==> src/rtl/alu_seq.sv <==
// alu_seq: multi-cycle ALU with saturating add/sub, bitwise ops, shifts and an iterative multiplier.
// Define ALU_DIV_EN to compile in the restoring divider (DIVU/REMU).
module alu_seq #(
  parameter int WIDTH = 16,
  parameter int SHW   = $clog2(WIDTH)
) (
  input  logic             clk,
  input  logic             rst,
  input  logic             in_valid,
  output logic             in_ready,
  input  logic [3:0]       func,
  input  logic [WIDTH-1:0] src0,
  input  logic [WIDTH-1:0] src1,
  input  logic [SHW-1:0]   shamt,
  output logic             out_valid,
  output logic [WIDTH-1:0] dst,
  output logic             ov,
  output logic             zr,
  output logic             neg
);

  localparam logic [3:0] F_ADD  = 4'd0;
  localparam logic [3:0] F_SUB  = 4'd1;
  localparam logic [3:0] F_AND  = 4'd2;
  localparam logic [3:0] F_NOR  = 4'd3;
  localparam logic [3:0] F_SLL  = 4'd4;
  localparam logic [3:0] F_SRL  = 4'd5;
  localparam logic [3:0] F_SRA  = 4'd6;
  localparam logic [3:0] F_OR   = 4'd7;
  localparam logic [3:0] F_XOR  = 4'd8;
  localparam logic [3:0] F_MULU = 4'd9;
  localparam logic [3:0] F_MULS = 4'd10;
`ifdef ALU_DIV_EN
  localparam logic [3:0] F_DIVU = 4'd11;
  localparam logic [3:0] F_REMU = 4'd12;
`endif

  localparam logic [WIDTH-1:0]   MAX_POS = {1'b0, {(WIDTH-1){1'b1}}};
  localparam logic [WIDTH-1:0]   MIN_NEG = {1'b1, {(WIDTH-1){1'b0}}};
  localparam logic [2*WIDTH-1:0] LIM_NEG = {{WIDTH{1'b0}}, MIN_NEG};
  localparam logic [2*WIDTH-1:0] LIM_POS = {{WIDTH{1'b0}}, MAX_POS};
  localparam logic [SHW-1:0]     LAST    = SHW'(WIDTH - 1);

  typedef enum logic [1:0] {
    S_IDLE,
    S_MUL
`ifdef ALU_DIV_EN
    , S_DIV
`endif
  } state_t;

  state_t state, state_next;

  logic [SHW-1:0]     cnt;
  logic               last_iter;
  logic               is_mul;
  logic               long_op;
  logic [WIDTH:0]     sum, diff;
  logic [WIDTH-1:0]   alu_res;
  logic               alu_ov;
  logic [2*WIDTH-1:0] mcand, prod, prod_next;
  logic [WIDTH-1:0]   mplier;
  logic               mul_signed, mul_neg;
  logic [WIDTH-1:0]   mul_res;
  logic               mul_ov;
  logic               res_fire;
  logic [WIDTH-1:0]   res_val;
  logic               res_ov;

`ifdef ALU_DIV_EN
  logic [WIDTH-1:0]   dquot, ddiv, drem;
  logic               rem_sel;
  logic [WIDTH:0]     dshift, dsub;
  logic [WIDTH-1:0]   rem_next, quot_next, div_res;
  logic               div_zero, div_ov;
`endif

  function automatic logic [WIDTH-1:0] mag(input logic [WIDTH-1:0] x, input logic sgn);
    return (sgn && x[WIDTH-1]) ? -x : x;
  endfunction

  assign last_iter = (cnt == LAST);
  assign is_mul    = (func == F_MULU) || (func == F_MULS);
`ifdef ALU_DIV_EN
  assign long_op   = is_mul || (func == F_DIVU) || (func == F_REMU);
`else
  assign long_op   = is_mul;
`endif

  always_ff @(posedge clk) begin
    if (rst) state <= S_IDLE;
    else     state <= state_next;
  end

  always_comb begin
    state_next = state;
    case (state)
      S_IDLE: begin
        if (in_valid && is_mul) state_next = S_MUL;
`ifdef ALU_DIV_EN
        else if (in_valid && long_op) state_next = S_DIV;
`endif
      end
      S_MUL: if (last_iter) state_next = S_IDLE;
`ifdef ALU_DIV_EN
      S_DIV: if (div_zero || last_iter) state_next = S_IDLE;
`endif
      default: state_next = S_IDLE;
    endcase
  end

  // Single-cycle ops; the extra top bit of sum/diff detects signed overflow.
  always_comb begin
    sum     = {src1[WIDTH-1], src1} + {src0[WIDTH-1], src0};
    diff    = {src1[WIDTH-1], src1} - {src0[WIDTH-1], src0};
    alu_res = '0;
    alu_ov  = 1'b0;
    case (func)
      F_ADD: begin
        if (sum[WIDTH] != sum[WIDTH-1]) begin
          alu_res = sum[WIDTH] ? MIN_NEG : MAX_POS;
          alu_ov  = 1'b1;
        end else begin
          alu_res = sum[WIDTH-1:0];
        end
      end
      F_SUB: begin
        if (diff[WIDTH] != diff[WIDTH-1]) begin
          alu_res = diff[WIDTH] ? MIN_NEG : MAX_POS;
          alu_ov  = 1'b1;
        end else begin
          alu_res = diff[WIDTH-1:0];
        end
      end
      F_AND:   alu_res = src1 & src0;
      F_NOR:   alu_res = ~(src1 | src0);
      F_OR:    alu_res = src1 | src0;
      F_XOR:   alu_res = src1 ^ src0;
      F_SLL:   alu_res = src1 << shamt;
      F_SRL:   alu_res = src1 >> shamt;
      F_SRA:   alu_res = $signed(src1) >>> shamt;
      default: alu_res = '0;
    endcase
  end

  // prod_next already includes the current multiplier bit, so the last iteration can finish directly.
  always_comb begin
    prod_next = prod + (mplier[0] ? mcand : '0);
    mul_res   = prod_next[WIDTH-1:0];
    mul_ov    = 1'b0;
    if (!mul_signed) begin
      if (prod_next[2*WIDTH-1:WIDTH] != '0) begin
        mul_res = '1;
        mul_ov  = 1'b1;
      end
    end else if (mul_neg) begin
      if (prod_next > LIM_NEG) begin
        mul_res = MIN_NEG;
        mul_ov  = 1'b1;
      end else begin
        mul_res = -prod_next[WIDTH-1:0];
      end
    end else if (prod_next > LIM_POS) begin
      mul_res = MAX_POS;
      mul_ov  = 1'b1;
    end
  end

`ifdef ALU_DIV_EN
  always_comb begin
    dshift    = {drem, dquot[WIDTH-1]};
    dsub      = dshift - {1'b0, ddiv};
    rem_next  = dsub[WIDTH] ? dshift[WIDTH-1:0] : dsub[WIDTH-1:0];
    quot_next = {dquot[WIDTH-2:0], ~dsub[WIDTH]};
    div_zero  = (ddiv == '0);
    if (div_zero) begin
      div_res = rem_sel ? dquot : '1;
      div_ov  = 1'b1;
    end else begin
      div_res = rem_sel ? rem_next : quot_next;
      div_ov  = 1'b0;
    end
  end
`endif

  always_comb begin
    in_ready = (state == S_IDLE);
    res_fire = 1'b0;
    res_val  = alu_res;
    res_ov   = alu_ov;
    case (state)
      S_IDLE: res_fire = in_valid && !long_op;
      S_MUL: begin
        res_fire = last_iter;
        res_val  = mul_res;
        res_ov   = mul_ov;
      end
`ifdef ALU_DIV_EN
      S_DIV: begin
        res_fire = div_zero || last_iter;
        res_val  = div_res;
        res_ov   = div_ov;
      end
`endif
      default: res_fire = 1'b0;
    endcase
  end

  // Operand registers load on any IDLE request; only the long ops ever read them back.
  always_ff @(posedge clk) begin
    if (rst) begin
      cnt        <= '0;
      mcand      <= '0;
      mplier     <= '0;
      prod       <= '0;
      mul_signed <= 1'b0;
      mul_neg    <= 1'b0;
`ifdef ALU_DIV_EN
      dquot      <= '0;
      ddiv       <= '0;
      drem       <= '0;
      rem_sel    <= 1'b0;
`endif
      out_valid  <= 1'b0;
      dst        <= '0;
      ov         <= 1'b0;
      zr         <= 1'b0;
      neg        <= 1'b0;
    end else begin
      out_valid <= res_fire;
      if (res_fire) begin
        dst <= res_val;
        ov  <= res_ov;
        zr  <= (res_val == '0);
        neg <= res_val[WIDTH-1];
      end
      case (state)
        S_IDLE: begin
          if (in_valid) begin
            cnt        <= '0;
            mcand      <= {{WIDTH{1'b0}}, mag(src1, func == F_MULS)};
            mplier     <= mag(src0, func == F_MULS);
            prod       <= '0;
            mul_signed <= (func == F_MULS);
            mul_neg    <= (func == F_MULS) && (src1[WIDTH-1] ^ src0[WIDTH-1]);
`ifdef ALU_DIV_EN
            dquot      <= src1;
            ddiv       <= src0;
            drem       <= '0;
            rem_sel    <= (func == F_REMU);
`endif
          end
        end
        S_MUL: begin
          prod   <= prod_next;
          mcand  <= mcand << 1;
          mplier <= mplier >> 1;
          cnt    <= cnt + SHW'(1);
        end
`ifdef ALU_DIV_EN
        S_DIV: begin
          drem  <= rem_next;
          dquot <= quot_next;
          cnt   <= cnt + SHW'(1);
        end
`endif
        default: cnt <= cnt;
      endcase
    end
  end

endmodule
==> config.mk <==
export PLATFORM = sky130hd
export DESIGN_NAME = alu_seq
export DESIGN_NICKNAME = d
export VERILOG_FILES = /design/src/rtl/alu_seq.sv
export SDC_FILE = /design/constraint.sdc
export NUM_CORES = 1
export LEC_CHECK = 0
export BUFFER_PORTS_ARGS = -buffer_cell sky130_fd_sc_hd__buf_2
export CAP_MARGIN = 20
export CORE_MARGIN = 5
export CORE_UTILIZATION = 35
export CTS_CLUSTER_SIZE = 30
export DETAILED_ROUTE_END_ITERATION = 6
export PLACE_DENSITY = 0.6
export SETUP_SLACK_MARGIN = 0.3
export SYNTH_ARGS = -nofsm -noshare
export SYNTH_HDL_FRONTEND = slang
export SYNTH_SLANG_ARGS = --single-unit
==> constraint.sdc <==
create_clock -name clk -period 5.96 [get_ports clk]
set_clock_uncertainty 0.2 [all_clocks]
set_input_delay 1.192 -clock clk [delete_from_list [all_inputs] [get_ports clk]]
set_output_delay 1.192 -clock clk [all_outputs]
set_load 0.03 [all_outputs]
==> reports/qor.txt, run 1 <==
Number of global-route vias before repair -> 11440
R2R depth -> 18
Post-cts sizing count -> 0
Fillers -> 3530
Total global routing track utilization -> 22.73%
Clk buf depth -> 2
Fin crit period -> 5.164 ns
Setup Total Neg Slack -> 0 ns
Prevailing post-synth register cell -> dfxtp_1
Setup slack, reg-to-reg -> 0.84 ns
EDFF count, synth -> 0
Post-DR vias/cell -> 5.901
Setup repair bufs after CTS -> 0
Final GP Congestion -> 1.022
Top cell family by delay on the critical path -> compound AO/OA/AOI/OAI gates
CTS Sinks -> 106
Largest net degree at the start of global routing -> 91
Crit path max fanout -> 11
YS warnings -> 0
WL/cell -> 20.39 um
Least-Margin Pin Slew -> 0.9585 ns
Antenna-violating nets left -> 0
Power Dens Cells -> 164.7 nW/um2
Number of synthesized register bits -> 106
Die area -> 37060 um2
Most frequent cells in the layout -> nor2_1, a21oi_1, nand2_1, o21ai_0, dfxtp_1
First DRT Iteration DRCs -> 1444
Depth of the CTS H-tree -> 3
Synth Instances -> 1681
Final worst setup slack -> 0.7958 ns
Critical path buffer and inverter count -> 2
Commonest non-fill, non-tap cell in the layout -> nor2_1
Post-route design area -> 12530 um2
Final Cycle Share -> 86.65%
Worst path max stage delay -> 0.58 ns
Die Height -> 192.5 um
RSZ-0062 raised after global routing -> no
CP cell instances -> buf_2 -> inv_1 -> ha_1 -> o211ai_1 -> o21ai_0 -> o221ai_1 -> a22oi_1 -> and2_1 -> a32oi_1 -> o22ai_1 -> o21ai_0 -> a31oi_1 -> a31oi_1 -> nand3_1 -> nor4_1 -> a31o_1
Critical path arrival -> 5.22 ns
Post-synthesis sequential area ratio -> 18.20%
Core area -> 32700 um2
Wire length on met2 -> 18610 um
Port Buffers -> 63
DR vias -> 12420
Slowest stage cell, crit path -> o22ai_1
Synth-to-Final Area Change -> 7.492%
Placed Cells -> 2088
VDD IR-drop max -> 0.1505 mV
WL final -> 42900 um
DRT Pass-1 Iters -> 6
Syn avg cell area -> 6.935 um2
Worst setup EP type -> flop
Initial antenna violation count -> 0
GRT overflow -> 0
Max-cap check violation count -> 0
Worst reg2reg endpoint -> zr
Number of CTS-inserted buffers -> 9
Final setup viols -> 0
Worst Setup Path Type -> in2reg
DRC errors left -> 0
DIE WIDTH -> 192.5 um
Hold Path Origin -> mplier[12]
Hpwl dp -> 33520 um
Net count, final -> 1787
Worst R2R Start -> mplier[0]
Final Hold Fails -> 0
Clk pin slew, worst setup/hold paths -> 0.09 ns
Top layer in use -> met4
Synth Cell Area -> 11660 um2
First-pass GRT wire length -> 66910 um
Result of the run -> completed
Core Rows -> 66
Distinct cells, synth -> 89
FMAX -> 193.6 MHz
CTS root buf -> clkbuf_16
I/O pin cnt -> 64
WHS Path Cells -> 2
Clk_lat worst skew -> 0.36 ns
Placed instance area -> 12220 um2
ANT cells -> 0
# hold bufs at CTS -> 0
WHS Endpoint -> mplier[11]
Initial Util -> 35.65%
Startpoint type of the worst setup path -> input pin
CTS tree -> built
Layout Cells excl Fill -> 2104
Pre-CTS WS -> 0.6008 ns
Slew Limit Fails -> 0
Layout cell share with drive strength beyond 1 -> 8.424%
FFs w/ async S/R, synth -> 0%
Wl on met1 -> 20280 um
Syn Nets -> 1811
Relative slew slack -> 35.51%
CP required -> 6.02 ns
WL met3 -> 2848 um
HP Class -> reg2reg
Leak -> 5.200 nW
Hold slack final -> 0.2813 ns
==> worst max-delay path by stage <==
stage               from  end  slack (ns)  cells past startpoint
6_report         src0[5]   zr        0.80                     16
5_1_grt          src1[5]   zr        0.42                     16
4_1_cts        mplier[0]   zr        0.93                     18
3_5_place_dp     src1[5]   zr        0.60                     16
3_3_place_gp     src0[5]   zr        0.69                     16
2_1_floorplan    src1[3]   zr        1.26                     18
==> kinds of logic after synthesis <==
logic type | after synthesis | share of synthesized area (%)
flops | 106 | 18.20
buf+inv | 185 | 6.247
mux | 36 | 3.359
xor+xnor | 79 | 6.000
simple gates | 631 | 26.15
compound gates | 557 | 30.51
fa+ha+maj | 87 | 9.531
==> metrics by stage <==
stage / utilization (%) / power [mW]
after floorplan: - / 1.202
after global placement: 37.37 / 1.419
after detailed placement: 37.37 / 1.414
after CTS: 38.32 / 2.071
after global routing: 38.32 / 2.172
final: 38.32 / 2.063
==> final cells by class <==
cell class	count	area (um2)	share of cell area, %
well taps	442	553.0	4.413
clock inverters	6	82.58	0.6590
inverters	65	244.0	1.947
clock buffers	10	229.0	1.827
repair buffers	85	483.0	3.854
multi-input cells	1390	8813	70.33
flip-flops and latches	106	2126	16.96
==> cells in the mapped netlist (5+ instances only) <==
library cell / instances / area share [%]
a311oi_1: 10 / 0.75
clkbuf_1: 96 / 3.1
a21o_1: 16 / 1.0
and2_1: 44 / 2.4
or3_1: 15 / 0.80
nor3b_1: 7 / 0.45
o21ai_0: 119 / 5.1
a211oi_1: 44 / 2.8
o21ai_1: 6 / 0.26
nor4_1: 11 / 0.59
xor2_1: 15 / 1.1
o211ai_1: 19 / 1.2
nor2b_1: 9 / 0.48
buf_1: 8 / 0.26
or4_1: 6 / 0.39
mux2i_1: 29 / 2.5
a32oi_1: 5 / 0.38
o31ai_1: 10 / 0.64
nor3_1: 35 / 1.5
buf_2: 12 / 0.52
ha_1: 84 / 9.0
nor2_1: 239 / 7.7
nand3_1: 33 / 1.4
a31oi_1: 22 / 1.2
nand4_1: 12 / 0.64
and3_1: 55 / 3.0
o22ai_1: 9 / 0.48
inv_1: 65 / 2.1
xnor2_1: 63 / 4.7
dfxtp_1: 106 / 18
nand2_1: 123 / 4.0
o21a_1: 10 / 0.64
o21bai_1: 11 / 0.71
a21oi_1: 191 / 8.2
mux2_2: 5 / 0.48
nand2b_1: 14 / 0.75
a221oi_1: 21 / 1.6
==> metal layers <==
metal  global-route usage, %  vias to the layer above
met5                       0                        -
met4                   6.253                        0
met3                   2.098                       59
met2                   35.14                      489
met1                   33.66                     5845
li1                        -                     6022
==> power breakdown <==
group / leakage (nW) / switching (mW) / total [mW] / internal (mW)
logic: 4.18 / 0.440 / 0.659 / 0.218
clock network: 0.154 / 0.313 / 0.650 / 0.338
registers: 0.865 / 0.0204 / 0.754 / 0.734
==> state kept, by name (all words and copies together) (netlist names) <==
register,flops
mul_signed,1
mul_neg,1
zr,1
cnt,4
dst,16
mplier,16
out_valid,1
state,1
prod,32
mcand,32
ov,1
==> worst register-to-register path, delay by kind of cell (launching register included) <==
family	cells	cell delay, ns
fa+ha+maj	2	0.61
flops	1	0.44
compound gates	8	1.72
buf+inv	1	0.06
simple gates	7	2.02
Note: power is estimated with default switching activity, not from simulation.
==> inputs of run 2 (changes only) <==
--- a/config.mk
+++ b/config.mk
@@ -11,7 +11,7 @@
 export CORE_UTILIZATION = 35
 export CTS_CLUSTER_SIZE = 30
 export DETAILED_ROUTE_END_ITERATION = 6
-export PLACE_DENSITY = 0.6
+export PLACE_DENSITY = 0.61
 export SETUP_SLACK_MARGIN = 0.3
 export SYNTH_ARGS = -nofsm -noshare
 export SYNTH_HDL_FRONTEND = slang
==> constraint.sdc (replaced) <==
create_clock -name clk -period 4.4 [get_ports clk]
set_clock_uncertainty 0.2 [all_clocks]
set_input_delay 0.88 -clock clk [delete_from_list [all_inputs] [get_ports clk]]
set_output_delay 0.88 -clock clk [all_outputs]
set_load 0.03 [all_outputs]
==> reports/qor.txt, run 2 (same netlist as run 1, synthesis figures left out) <==
Result of the run -> completed (unchanged)
Layout cell share with drive strength beyond 1 -> 28.68% (was 8.424%)
Final setup viols -> 0 (unchanged)
CP required -> 4.46 ns (was 6.02 ns)
Die Height -> 192.5 um (unchanged)
WL/cell -> 19.17 um (was 20.39 um)
CP cell instances -> and2_4 -> ha_4 -> inv_2 -> fa_2 -> nand2b_4 -> a211oi_4 -> buf_6 -> nor2_4 -> xnor2_2 -> or3_4 -> or4_4 -> nor2_4 -> o211a_4 -> nand2_4 -> a21o_1 -> buf_4 -> o32ai_2 -> nor4_1 -> a31o_1 (was buf_2 -> inv_1 -> ha_1 -> o211ai_1 -> o21ai_0 -> o221ai_1 -> a22oi_1 -> and2_1 -> a32oi_1 -> o22ai_1 -> o21ai_0 -> a31oi_1 -> a31oi_1 -> nand3_1 -> nor4_1 -> a31o_1)
Clk_lat worst skew -> 0.36 ns (about the same)
Number of CTS-inserted buffers -> 9 (unchanged)
DRC errors left -> 0 (unchanged)
WL final -> 46360 um (was 42900 um)
First DRT Iteration DRCs -> 1239 (was 1444)
ANT cells -> 0 (unchanged)
Final Hold Fails -> 0 (unchanged)
GRT overflow -> 0 (unchanged)
Die area -> 37060 um2 (unchanged)
Leak -> 6.828 nW (was 5.200 nW)
CTS tree -> built (unchanged)
Most numerous cell on the critical path -> nor2_4
Clk pin slew, worst setup/hold paths -> 0.08 ns (was 0.09 ns)
Worst Setup Path Type -> reg2reg (was in2reg)
Relative slew slack -> 33.70% (was 35.51%)
Max-cap check violation count -> 0 (unchanged)
Final GP Congestion -> 1.037 (was 1.022)
DRT Pass-1 Iters -> 6 (unchanged)
Most frequent cells in the layout -> buf_4, nor2_1, a21oi_1, nand2_1, dfxtp_1 (was nor2_1, a21oi_1, nand2_1, o21ai_0, dfxtp_1)
Power Dens Cells -> 190.4 nW/um2 (was 164.7 nW/um2)
Antenna-violating nets left -> 0 (unchanged)
Worst path max stage delay -> 0.44 ns (was 0.58 ns)
Slew Limit Fails -> 0 (unchanged)
Pre-CTS WS -> -0.3868 ns (was 0.6008 ns)
Worst setup EP type -> flop (unchanged)
Net count, final -> 2102 (was 1787)
Final worst setup slack -> 0.02198 ns (was 0.7958 ns)
CTS Sinks -> 106 (unchanged)
Total global routing track utilization -> 24.33% (was 22.73%)
CTS root buf -> clkbuf_16 (unchanged)
FMAX -> 228.4 MHz
Worst R2R Start -> mplier[0] (unchanged)
Commonest non-fill, non-tap cell in the layout -> buf_4 (was nor2_1)
Initial Util -> 35.65% (unchanged)
Fillers -> 3340 (was 3530)
Clk buf depth -> 2 (unchanged)
Critical path arrival -> 4.43 ns (was 5.22 ns)
Final Cycle Share -> 99.50%
Port Buffers -> 63 (unchanged)
Least-Margin Pin Slew -> 0.9945 ns (was 0.9585 ns)
Core area -> 32700 um2 (unchanged)
DR vias -> 13720 (was 12420)
I/O pin cnt -> 64 (unchanged)
Largest net degree at the start of global routing -> 101 (was 91)
Post-DR vias/cell -> 5.672 (was 5.901)
Core Rows -> 66 (unchanged)
DIE WIDTH -> 192.5 um (unchanged)
Crit path max fanout -> 6 (was 11)
Regs by FF count -> mcand x32, prod x32 (unchanged)
Fin crit period -> 4.378 ns
HP Class -> reg2reg (unchanged)
First-pass GRT wire length -> 71500 um (was 66910 um)
Critical path launch point -> mplier[0] (was src0[5])
Hold slack final -> 0.2770 ns (was 0.2813 ns)
Initial antenna violation count -> 2 (was 0)
Hold Path Origin -> mplier[15] (was mplier[12])
Number of global-route vias before repair -> 12790 (was 11440)
Slowest stage cell, crit path -> or4_4 (was o22ai_1)
Startpoint type of the worst setup path -> flop (was input pin)
Depth of the CTS H-tree -> 3 (unchanged)
VDD IR-drop max -> 0.1596 mV (was 0.1505 mV)
Synth-to-Final Area Change -> 34.37% (was 7.492%)
Hpwl dp -> 36770 um (was 33520 um)
RSZ-0062 raised after global routing -> yes (was no)
## run 2: area by class of cell
type	instances	area (um2)	share of cell area (%)
Clock inverter	6	53.80	0.3435
Inverter	65	244.0	1.558
Multi-Input combinational cell	1390	9558	61.02
Clock buffer	10	239.0	1.526
Tap cell	442	553.0	3.531
Sequential cell	106	2127	13.58
Timing Repair Buffer	400	2889	18.44
## run 2: path summary, 6_finish.rpt
check	to	slack, ns	cells after the start
max	zr	0.02	19
min	mplier[14]	0.28	2
max reg2reg	zr	0.02	19
min reg2reg	mplier[14]	0.28	2
## run 2: repair_timing
item | 4_1_cts | 5_1_grt
pin swaps | 42 | 9
buffers inserted | 23 | 5
endpoints found under the setup margin | 18 | 18
hold buffers | 0 | 0
resized for setup | 103 | 53
## run 2: routing by layer
metal  part of all wire (%)  global-route usage (%)
met5                  0.071                       0
met4                    2.9                   7.268
met3                    6.8                   4.740
met2                     44                   37.71
met1                     46                   34.20
## run 2: metrics by stage
step	instances	total power, mW	setup TNS, ns	utilization, %	instance area (um2)
after floorplan	1681	1.631	0	-	11690
after global placement	2373	2.093	-3.590	44.00	14390
after detailed placement	2373	2.096	-3.740	44.00	14390
after CTS	2412	2.951	0	46.93	15350
after global routing	2419	3.127	-0.4116	47.90	15660
final	2419	2.983	0	47.90	15660
## run 2: worst max-delay path: cells and delay by family, from the launching register on
| family | cells | cell delay [ns] |
|---|---|---|
| and+or+nand+nor | 8 | 1.50 |
| buffers and inverters | 3 | 0.36 |
| xor gates and xnor gates | 1 | 0.13 |
| AOI/OAI and AO/OA | 5 | 1.25 |
| DFF | 1 | 0.36 |
| adders and majority gates | 2 | 0.47 |
## run 2: power breakdown
| group | leakage [nW] | total [mW] | internal, mW | switching (mW) |
|---|---|---|---|---|
| Combinational | 5.82 | 1.15 | 0.485 | 0.666 |
| Clock | 0.147 | 0.812 | 0.412 | 0.400 |
| Sequential | 0.865 | 1.02 | 0.994 | 0.0261 |
==> inputs of run 3 (changes only) <==
--- a/config.mk
+++ b/config.mk
@@ -6,12 +6,14 @@
 export NUM_CORES = 1
 export LEC_CHECK = 0
 export BUFFER_PORTS_ARGS = -buffer_cell sky130_fd_sc_hd__buf_2
-export CAP_MARGIN = 20
+export CAP_MARGIN = 10
+export CELL_PAD_IN_SITES_DETAIL_PLACEMENT = 1
+export CELL_PAD_IN_SITES_GLOBAL_PLACEMENT = 1
 export CORE_MARGIN = 5
 export CORE_UTILIZATION = 35
 export CTS_CLUSTER_SIZE = 30
 export DETAILED_ROUTE_END_ITERATION = 6
-export PLACE_DENSITY = 0.61
+export PLACE_DENSITY = 0.77
 export SETUP_SLACK_MARGIN = 0.3
 export SYNTH_ARGS = -nofsm -noshare
 export SYNTH_HDL_FRONTEND = slang
==> constraint.sdc (replaced) <==
create_clock -name clk -period 4.4 [get_ports clk]
set_clock_uncertainty 0.2 [all_clocks]
set_input_delay 0.88 -clock clk [delete_from_list [all_inputs] [get_ports clk]]
set_output_delay 0.88 -clock clk [all_outputs]
set_load 0.1 [all_outputs]
==> reports/qor.txt, run 3 (same netlist as run 1, synthesis figures left out) <==
Hpwl dp -> 40770 um (was 36770 um)
# hold bufs at CTS -> 0 (unchanged)
DRT Pass-1 Iters -> 5 (was 6)
Clk_lat worst skew -> 0.37 ns (was 0.36 ns)
Total global routing track utilization -> 28.00% (was 24.33%)
Net count, final -> 2107 (was 2102)
WL/cell -> 23.93 um (was 19.17 um)
DIE WIDTH -> 192.5 um (unchanged)
Worst R2R Start -> mplier[0] (unchanged)
Critical path arrival -> 4.75 ns (was 4.43 ns)
Setup Total Neg Slack -> -1.310 ns (was 0 ns)
Leak -> 6.880 nW (was 6.828 nW)
Fin crit period -> 4.633 ns (was 4.378 ns)
CTS tree -> built (unchanged)
Worst setup EP type -> flop (unchanged)
Port Buffers -> 63 (unchanged)
Power Dens Cells -> 196.2 nW/um2 (was 190.4 nW/um2)
WHS Path Cells -> 2 (unchanged)
Worst Setup Path Type -> reg2reg (unchanged)
RSZ-0062 raised after global routing -> yes (unchanged)
Max-cap check violation count -> 0 (unchanged)
I/O pin cnt -> 64 (unchanged)
Antenna-violating nets left -> 0 (unchanged)
Number of CTS-inserted buffers -> 9 (unchanged)
HP Class -> reg2reg (unchanged)
Crit path max fanout -> 10 (was 6)
CP required -> 4.52 ns (was 4.46 ns)
Top Usage Layer GRT -> met2 (unchanged)
Depth of the CTS H-tree -> 3 (unchanged)
Startpoint type of the worst setup path -> flop (unchanged)
Comb pwr share -> 40.8% (was 38.6%)
Final setup viols -> 12 (was 0)
Post-DR vias/cell -> 6.042 (was 5.672)
Relative slew slack -> 36.90% (was 33.70%)
Synth-to-Final Area Change -> 36.15% (was 34.37%)
R2R depth -> 21 (was 19)
Final Hold Fails -> 0 (unchanged)
Failing checks -> negative setup slack
Critical path launch point -> mplier[0] (unchanged)
Layout cell share with drive strength beyond 1 -> 30.09% (was 28.68%)
Initial antenna violation count -> 0 (was 2)
Core area -> 32700 um2 (unchanged)
CTS root buf -> clkbuf_16 (unchanged)
DRC errors left -> 0 (unchanged)
Initial Util -> 35.65% (unchanged)
Commonest non-fill, non-tap cell in the layout -> buf_4 (unchanged)
Final Cycle Share -> 105.3% (was 99.50%)
First DRT Iteration DRCs -> 1384 (was 1239)
Die area -> 37060 um2 (unchanged)
Die Height -> 192.5 um (unchanged)
Register share of total power -> 33.0% (was 34.2%)
Least-Margin Pin Slew -> 0.9392 ns (was 0.9945 ns)
Hold Path Origin -> mplier[8] (was mplier[15])
Sw power -> 1.235 mW (was 1.092 mW)
FMAX -> 215.8 MHz (was 228.4 MHz)
Clk pin slew, worst setup/hold paths -> 0.08 ns (about the same)
Largest net degree at the start of global routing -> 69 (was 101)
GRT overflow -> 0 (unchanged)
M2 GR Usage -> 46.60% (was 37.71%)
WL final -> 57980 um (was 46360 um)
Internal -> 1.879 mW (was 1.891 mW)
First-pass GRT wire length -> 82560 um (was 71500 um)
ANT cells -> 0 (unchanged)
Result of the run -> complete, but fails checks (was completed)
Switching Fraction -> 39.65% (was 36.60%)
DR vias -> 14640 (was 13720)
CTS Sinks -> 106 (unchanged)
Grt met1 use -> 37.23% (was 34.20%)
Number of global-route vias before repair -> 14650 (was 12790)
Tot Pwr -> 3.114 mW (was 2.983 mW)
Met3 GRT Util -> 3.111% (was 4.740%)
VDD IR-drop max -> 0.1709 mV (was 0.1596 mV)
Final GP Congestion -> 1.013 (was 1.037)
Final worst setup slack -> -0.2334 ns (was 0.02198 ns)
Most frequent cells in the layout -> buf_4, nor2_1, a21oi_1, nand2_1, o21ai_0 (was buf_4, nor2_1, a21oi_1, nand2_1, dfxtp_1)
Slew Limit Fails -> 0 (unchanged)
Regs by FF count -> mcand x32, prod x32 (unchanged)
Clock share of power -> 26.3% (was 27.2%)
Clk buf depth -> 2 (unchanged)
Core Rows -> 66 (unchanged)
[run 3: changes by cell type in the layout (fill, tap and decap cells not counted), moves of 4 or more]
cell and change:
o21ai_0 +5, buf_4 +4, o21ai_1 -9, nor2_1 -4, ha_2 -4, a21oi_2 +5
ha_4 +6, a21oi_1 -4
[run 3: final timing paths]
check,slack (ns),end
setup / recovery,-0.23,zr
hold reg to reg,0.28,mplier[7]
hold / removal,0.28,mplier[7]
setup reg to reg,-0.23,zr
[run 3: power groups by stage]
stage	Sequential, mW	Combinational (mW)	Clock [mW]
floorplan	1.12	0.578	0
global placement	1.04	1.11	0
detailed placement	1.05	1.14	0
CTS	1.02	1.18	0.815
global route	1.03	1.34	0.858
finish	1.03	1.27	0.818
[run 3: layout make-up]
cell class              instances  area (um2)
fillers                      4125       16830
multi-input cells            1391        9748
repair buffers                404        2923
flip-flops and latches        106        2128
well taps                     442       553.0
inverters                      65       244.0
clock buffers                   9       225.2
clock inverters                 6       50.05
[run 3: per-stage QoR]
stage	worst slack (ns)	cell area [um2]	hold WS [ns]	instances	utilization [%]
after floorplan	0.1355	11690	0.2508	1681	-
after global placement	-0.3236	14380	0.2663	2374	43.99
after detailed placement	-0.4005	14380	0.2747	2374	43.99
after CTS	0.05784	15220	0.2847	2410	46.56
after global routing	-0.3338	15870	0.3141	2423	48.53
final	-0.2334	15870	0.2766	2423	48.53
[run 3: routing by layer]
| layer | wire, um | vias to the layer above |
|---|---|---|
| met1 | 24550 | 7132 |
| met3 | 3405 | 197 |
| met2 | 26880 | 642 |
| met4 | 3145 | 0 |
| li1 | - | 6668 |
| met5 | 0 | - |
[run 3: worst max-delay path: stages (launching register included)]
cell and delay, ns:
dfxtp_2 0.34, buf_4 0.16, and2_1 0.20, ha_1 0.42, nand4_1 0.20, buf_4 0.19, nor3_2 0.19, o2111ai_1 0.17
nand3_1 0.19, buf_4 0.16, xor2_1 0.12, nor4_2 0.39, nand4b_1 0.17, buf_6 0.17, nor2_4 0.12, buf_6 0.16
buf_6 0.14, o21bai_1 0.11, a32oi_1 0.31, nand3_2 0.13, nor4_2 0.17, a31o_1 0.16
[run 3: what timing repair did]
action | in CTS | in global routing
pin swaps | 37 | 53
setup endpoints to repair | 18 | 18
resized for setup | 81 | 111
setup buffers | 20 | 13
cloned | 1 | 0
